File: config.mk
export PLATFORM = sky130hd
export DESIGN_NAME = mp_addsub_seq
export DESIGN_NICKNAME = d
export VERILOG_FILES = /design/src/rtl/mp_addsub_seq.sv
export SDC_FILE = /design/constraint.sdc
export NUM_CORES = 1
export LEC_CHECK = 0
export BUFFER_PORTS_ARGS = -buffer_cell sky130_fd_sc_hd__buf_2
export CORE_MARGIN = 2
export CORE_UTILIZATION = 50
export DETAILED_ROUTE_END_ITERATION = 10
export GPL_TIMING_DRIVEN = 0
export HOLD_SLACK_MARGIN = 0.15
export PLACE_DENSITY = 0.78
export SLEW_MARGIN = 0
export SYNTH_ARGS = -nofsm -noshare
export SYNTH_HDL_FRONTEND = slang
export SYNTH_SLANG_ARGS = --single-unit
export TNS_END_PERCENT = 100
File: constraint.sdc
create_clock -name clk -period 4.45 [get_ports clk]
set_input_delay 0.6675 -clock clk [delete_from_list [all_inputs] [get_ports clk]]
set_output_delay 0.6675 -clock clk [all_outputs]
set_load 0.05 [all_outputs]
File: src/rtl/mp_addsub_seq.sv
// Byte-serial multi-precision add/subtract sequencer driving an external 8-bit adder/subtractor.
// Optional Z/N flag generation is compiled in with `define MP_ADDSUB_SEQ_FLAGS_EN.
module mp_addsub_seq (
    input  logic        clk,
    input  logic        rst,
    input  logic        start,
    input  logic        op_add,
    input  logic        op_bop,
    input  logic        c_in,
    input  logic [1:0]  len,
    input  logic [31:0] a_in,
    input  logic [31:0] b_in,
    output logic [7:0]  as_a,
    output logic [7:0]  as_b,
    output logic        as_ci,
    output logic        as_add,
    output logic        as_bop,
    input  logic [7:0]  as_y,
    input  logic        as_co,
    input  logic        as_ovf,
    output logic [31:0] result,
    output logic        c_out,
    output logic        v_out,
    output logic        z_out,
    output logic        n_out,
    output logic        busy,
    output logic        done
);

    typedef enum logic [1:0] {
        IDLE = 2'd0,
        STEP = 2'd1,
        FIN  = 2'd2
    } state_t;

    state_t      state_q, state_d;
    logic [31:0] a_q, b_q;
    logic        op_add_q, op_bop_q, c_in_q;
    logic [1:0]  len_q, cnt_q;
    logic        carry_q;
    logic [31:0] result_q, result_next;
    logic        c_q, v_q;
    logic        last_byte;

    assign last_byte = (cnt_q == len_q);

    // RESULT with the byte currently being processed replaced by the adder output.
    always_comb begin
        result_next = result_q;
        result_next[{cnt_q, 3'b000} +: 8] = as_y;
    end

    // NOTE: every variable written in always_comb gets a default first so no path
    // leaves it unassigned, which would otherwise infer a latch.
    always_comb begin
        state_d = state_q;
        case (state_q)
            IDLE:    if (start) state_d = STEP;
            STEP:    if (last_byte) state_d = FIN;
            FIN:     state_d = IDLE;
            default: state_d = IDLE;
        endcase
    end

    // NOTE: sequential state uses non-blocking assignments so all registers update
    // together from values sampled before the edge, independent of statement order.
    always_ff @(posedge clk) begin
        if (rst) begin
            state_q  <= IDLE;
            a_q      <= '0;
            b_q      <= '0;
            op_add_q <= 1'b0;
            op_bop_q <= 1'b0;
            c_in_q   <= 1'b0;
            len_q    <= '0;
            cnt_q    <= '0;
            carry_q  <= 1'b0;
            result_q <= '0;
            c_q      <= 1'b0;
            v_q      <= 1'b0;
        end else begin
            state_q <= state_d;
            case (state_q)
                IDLE: begin
                    if (start) begin
                        a_q      <= a_in;
                        b_q      <= b_in;
                        op_add_q <= op_add;
                        op_bop_q <= op_bop;
                        c_in_q   <= c_in;
                        len_q    <= len;
                        cnt_q    <= '0;
                        result_q <= '0;
                    end
                end
                STEP: begin
                    result_q <= result_next;
                    carry_q  <= as_co;
                    cnt_q    <= cnt_q + 2'd1;
                    if (last_byte) begin
                        c_q <= as_co;
                        v_q <= as_ovf;
                    end
                end
                default: ;
            endcase
        end
    end

    // Byte 0 takes the caller's carry; later bytes chain the previous byte's carry-out.
    always_comb begin
        as_a  = 8'h00;
        as_b  = 8'h00;
        as_ci = 1'b0;
        if (state_q == STEP) begin
            as_a  = a_q[{cnt_q, 3'b000} +: 8];
            as_b  = b_q[{cnt_q, 3'b000} +: 8];
            as_ci = (cnt_q == 2'd0) ? c_in_q : carry_q;
        end
    end

    assign as_add = op_add_q;
    assign as_bop = op_bop_q;
    assign result = result_q;
    assign c_out  = c_q;
    assign v_out  = v_q;
    assign busy   = (state_q != IDLE);
    assign done   = (state_q == FIN);

`ifdef MP_ADDSUB_SEQ_FLAGS_EN
    logic z_q, n_q;

    // Bytes above the current one are still zero from the clear at START.
    always_ff @(posedge clk) begin
        if (rst) begin
            z_q <= 1'b0;
            n_q <= 1'b0;
        end else if (state_q == STEP && last_byte) begin
            z_q <= (result_next == 32'h0);
            n_q <= as_y[7];
        end
    end

    assign z_out = z_q;
    assign n_out = n_q;
`else
    assign z_out = 1'b0;
    assign n_out = 1'b0;
`endif

endmodule

# Yosys cells after proc, flatten, opt, wreduce, memory -nomap -nowiden
# Cells that the tools add are included.
# Widths: inputs -> output; s select.
# totals
regBits	108
in_bits	82
wordCells	43
# op_classes
add_sub_neg	2
n_eq_ne	5
n_shift	4
mux	12
reduce_logical	8
# ops
op	n
$pmux 32 s2	1
$shiftx 32x6->8	2
$bwmux 32	1
$mux 32	1
$shift 8x7->32 const A	1
$shiftx 8x7->32	1
$mux 8	2
$pmux 2 s2	2
$reduce_and 2->1	4
$neg 5->7	1
$mux 2	3
$logic_not 2->1	2
$ne 2x2->1 const B	2
$reduce_bool 2->1	2
$add 2x1->2 const B	1
$eq 2x1->1 const B	1
$eq 2x2->1	1
$eq 2x2->1 const B	1
$mux 1	2

# Longest topological paths before layout
# depth
depth_word	4
ltp_mapped	8
ltp_nobuf	5

# Worst setup path before layout
# No wires, ideal clock.
# synth_timing
path_kind	register -> output
start	register cnt_q[1]
end	output port as_ci
arrival_ns	1.930
path_slack_ns	1.852
path_stages_with_launch	7
path_cell_list	dfxtp_1 > buf_2 > buf_2 > inv_1 > ha_1 > mux2i_1 > nor2_1
# synth_between
elab_chain_len	3
# synth_rtl
element	line	rtl
start, declared	39	logic [1:0] len_q, cnt_q;
start signal, assigned	99	cnt_q <= cnt_q + 2'd1;
$logic_not 2->1	118	as_ci = (cnt_q == 2'd0) ? c_in_q : carry_q;
$mux 1	118	
$mux 1	115	if (state_q == STEP) begin
end, declared	15	output logic as_ci,
# Every way passes these cells.

# Worst setup path in the final report
# Same ends and word-level chain as after synthesis.

==> impl_results.rst <==
.. list-table::
   :header-rows: 1

   * - Metric
     - Value
   * - Status
     - completed
   * - Launching element type of the critical path
     - flip-flop
   * - Highest metal layer with signal wires
     - met4
   * - Area overhead of the layout relative to synthesis
     - 22.2%
   * - Leading post-synthesis cells by cell area
     - sky130_fd_sc_hd__dfxtp_1, sky130_fd_sc_hd__nand2_1, sky130_fd_sc_hd__a21oi_1
   * - Unrepaired setup endpoints after global routing
     - no
   * - Maximum level of the CTS H-tree
     - 3
   * - First-pass DRT Iterations
     - 5
   * - Initial Util
     - 51.6%
   * - Critical Path End
     - as_ci
   * - Total chip power
     - 0.00195 W
   * - Nets
     - 737
   * - Count of port buffers added during placement
     - 135
   * - Layout cell share with drive strength beyond 1
     - 30.4%
   * - Fillers
     - 795
   * - Dominant synthesized flop cell
     - sky130_fd_sc_hd__dfxtp_1
   * - Overall die height
     - 98.9 um
   * - Count of final setup violators
     - 0
   * - Type of the setup path with the least slack
     - reg2out
   * - Total clock buffers created by CTS
     - 9
   * - Row count
     - 34
   * - Largest clock skew in the final design
     - 13.0 ps
   * - Vias in the first global route
     - 3979
   * - Global-route usage over all layers
     - 23.9%
   * - Seq/Total Area, Yosys
     - 48.0%
   * - Routed wire per std cell
     - 15.4 um
   * - Synth cell types
     - 33
   * - Clock Pin Slew Worst Setup and Hold Paths
     - 100 ps
   * - Max cap viols
     - 0
   * - Via total after detailed routing
     - 4085
   * - Tightest Hold Check Type
     - reg2reg
   * - Antenna cell count
     - 0
   * - Clock root buffer
     - sky130_fd_sc_hd__clkbuf_8
   * - Starting DRT DRC Count
     - 137
   * - Post-CTS Hold Buffers
     - 0
   * - Detailed-route wire length
     - 11700 um
   * - Amount of wire on met2 after detailed routing
     - 5790 um
   * - Hpwl dp
     - 8660 um
   * - CP arrival
     - 2350 ps
   * - Count of pins on the block boundary
     - 139
   * - Routability congestion estimate from global placement
     - 0.815
   * - Switching Power
     - 0.000593 W
   * - Mean instance size in the synthesized netlist
     - 8.95 um^2
   * - P_int
     - 0.00136 W
   * - VDD IR max
     - 196 uV
   * - Worst Reg2Reg Path Length in Cells
     - 8
   * - Antenna violations before repair
     - 0
   * - Area of the die
     - 9780 um^2
   * - Share of the clock period used by the worst path after layout
     - 67.9%
   * - Cell accounting for the most synthesized area
     - sky130_fd_sc_hd__dfxtp_1
   * - Number of slew-limit violations in the final report
     - 0
   * - Data required time of the worst path
     - 3780 ps
   * - Overall overflow remaining after global route
     - 0
   * - Max Buffers Root-to-Sink
     - 2
   * - Number of resized instances in the post-cts repair step
     - 0
   * - Combinational cell fraction of total power
     - 18.0%
   * - Horiz. Die Dim
     - 98.9 um
   * - Reg area
     - 2160 um^2
   * - Slew headroom
     - 61.8%
   * - DRC Markers
     - 0
   * - Synthesized instance count
     - 503
   * - Number of sinks handled by clock tree synthesis
     - 108
   * - Area used by multi-input combinational logic
     - 2130 um^2
   * - Final period demand of the worst path
     - 3020 ps
   * - Transition time of the tightest slew-check pin
     - 557 ps
   * - Post-CTS setup buffer count
     - 0
   * - Static leakage
     - 2.40 nW
   * - EDFF count, synth
     - 0
   * - First-pass GRT wire length
     - 18600 um
   * - Maximum clock frequency
     - 331 MHz
   * - Number of failing hold endpoints at the final stage
     - 0
   * - Area share of the largest cell type after synthesis
     - 48.0%
   * - Final setup margin
     - 1430 ps
   * - Met3 wirelength from detailed routing
     - 754 um
   * - Total power density per cell area
     - 355 nW/um^2
   * - Register bit total from synthesis
     - 108
   * - Number of nets with antenna violations after routing
     - 0
   * - CP endpoint kind
     - output pin
   * - Total standard cell area after synthesis
     - 4500 um^2
   * - Area of the core
     - 8720 um^2
   * - Sequential fraction of design power
     - 53.5%
   * - Largest net degree at the start of global routing
     - 20
   * - Ratio of routed vias to standard cells
     - 5.35
   * - Critical path origin
     - cnt_q[1]
   * - Met1 wire length
     - 4960 um
   * - Worst-path fanout max
     - 10
   * - Reg-to-Reg Start
     - cnt_q[1]
   * - Accumulated negative setup slack
     - 0 ps
   * - Dpl ws
     - 1830 ps
   * - Ys Warns
     - 0
   * - Share of async-settable or async-resettable flops after synthesis
     - 0%
   * - Reg2reg end
     - result[4]
   * - Register-to-register setup slack
     - 1990 ps
   * - Clock tree from TritonCTS
     - yes
   * - Fraction of power spent switching nets
     - 30.4%
   * - Share of power burned in the clock network
     - 28.6%
   * - Clock insertion delay at the later pin of the skew report
     - 380 ps
-- synthesized netlist by cell type, drive strengths merged (2+ instances only) --
| cell type | number |
|---|---|
| mux2i | 5 |
| mux4 | 16 |
| nor4 | 3 |
| mux2 | 2 |
| nand3 | 18 |
| a21oi | 91 |
| nor2 | 2 |
| nand2b | 7 |
| buf | 25 |
| nand2 | 143 |
| and2 | 16 |
| a22o | 16 |
| nor3b | 2 |
| o21ai | 17 |
| inv | 3 |
| xor2 | 2 |
| clkbuf | 15 |
| dfxtp | 108 |
| ha | 5 |
-- area by class of cell --
| class | instances | share of cell area, % |
|---|---|---|
| sequential | 108 | 39.3 |
| multi-input combinational | 353 | 38.6 |
| timing repair buffer | 135 | 12.3 |
| buffer | 40 | 3.80 |
| tap | 108 | 2.46 |
| clock buffer | 9 | 2.25 |
| clock inverter | 7 | 1.11 |
| inverter | 3 | 0.205 |
-- power groups by stage --
stage	logic (W)	registers (W)	clock network, W
floorplan	0.000221	0.00108	0
global placement	0.000343	0.00106	0
detailed placement	0.000350	0.00107	0
CTS	0.000351	0.00104	0.000570
global route	0.000381	0.00105	0.000605
finish	0.000351	0.00104	0.000558
-- cells by family (layout without fill, tap and decap cells) --
| kind of cell | count (synthesis) | in the layout | share of synthesized area, % |
|---|---|---|---|
| muxes | 23 | 23 | 9.61 |
| xor gates and xnor gates | 2 | 2 | 0.389 |
| buffers and inverters | 43 | 194 | 4.89 |
| AOI/OAI and AO/OA | 124 | 124 | 15.3 |
| adders and majority gates | 5 | 5 | 1.39 |
| other | 1 | 2 | 0.0833 |
| and+or+nand+nor | 197 | 197 | 20.4 |
| DFF | 108 | 108 | 48.0 |
-- layer usage --
layer | vias up | track usage, %
met5 | - | 0
met4 | 0 | 9.27
met3 | 19 | 3.62
met2 | 153 | 41.7
met1 | 1908 | 29.7
li1 | 2005 | -
-- worst max-delay path, stage by stage (launching register included) --
cell and delay (ps):
sky130_fd_sc_hd__dfxtp_1 370, sky130_fd_sc_hd__buf_2 300, sky130_fd_sc_hd__buf_2 340, sky130_fd_sc_hd__inv_1 130, sky130_fd_sc_hd__ha_1 310, sky130_fd_sc_hd__mux2i_1 160, sky130_fd_sc_hd__nor2_1 100, sky130_fd_sc_hd__buf_2 280
-- how the worst min path moves through the flow --
stage	from	slack [ps]	to	cells past startpoint
floorplan	a_q[16]	430	a_q[16]	2
global placement	a_q[6]	440	a_q[6]	2
detailed placement	a_q[31]	450	a_q[31]	2
CTS	b_q[30]	460	b_q[30]	2
global route	a_q[30]	480	a_q[30]	2
finish	b_q[30]	460	b_q[30]	2
-- per-stage QoR --
| stage | instance area, um^2 | std cells | hold WS (ps) | utilization, % |
|---|---|---|---|---|
| 6_report | 5500 | 763 | 458 | 63.1 |
| 3_3_place_gp | 5320 | 747 | 439 | 61.0 |
| 3_5_place_dp | 5320 | 747 | 447 | 61.0 |
| 5_1_grt | 5500 | 763 | 477 | 63.1 |
| 4_1_cts | 5500 | 763 | 460 | 63.1 |
| 2_1_floorplan | 4510 | 504 | 433 | - |
-- cell usage in the layout, fill, tap and decap left out, types with 3 or more instances in the layout --
cell type                  instances
sky130_fd_sc_hd__buf_2           149
sky130_fd_sc_hd__nand2_1         143
sky130_fd_sc_hd__dfxtp_1         108
sky130_fd_sc_hd__a21oi_1          89
sky130_fd_sc_hd__nand3_1          18
sky130_fd_sc_hd__o21ai_0          17
sky130_fd_sc_hd__mux4_2           16
sky130_fd_sc_hd__and2_1           16
sky130_fd_sc_hd__a22o_1           16
sky130_fd_sc_hd__clkbuf_1         15
sky130_fd_sc_hd__clkbuf_8          9
sky130_fd_sc_hd__buf_4             7
sky130_fd_sc_hd__nand2b_1          7
sky130_fd_sc_hd__mux2i_1           5
sky130_fd_sc_hd__ha_1              5
sky130_fd_sc_hd__inv_1             3
-- flip-flops by register name (all words and copies together), names as in the netlist --
register,count
a_q,32
b_q,32
result,32
cnt_q,2
len_q,2
state_q,2
as_add,1
as_bop,1
c_in_q,1
c_out,1
carry_q,1
v_out,1
(Power assumes the default switching activity.)
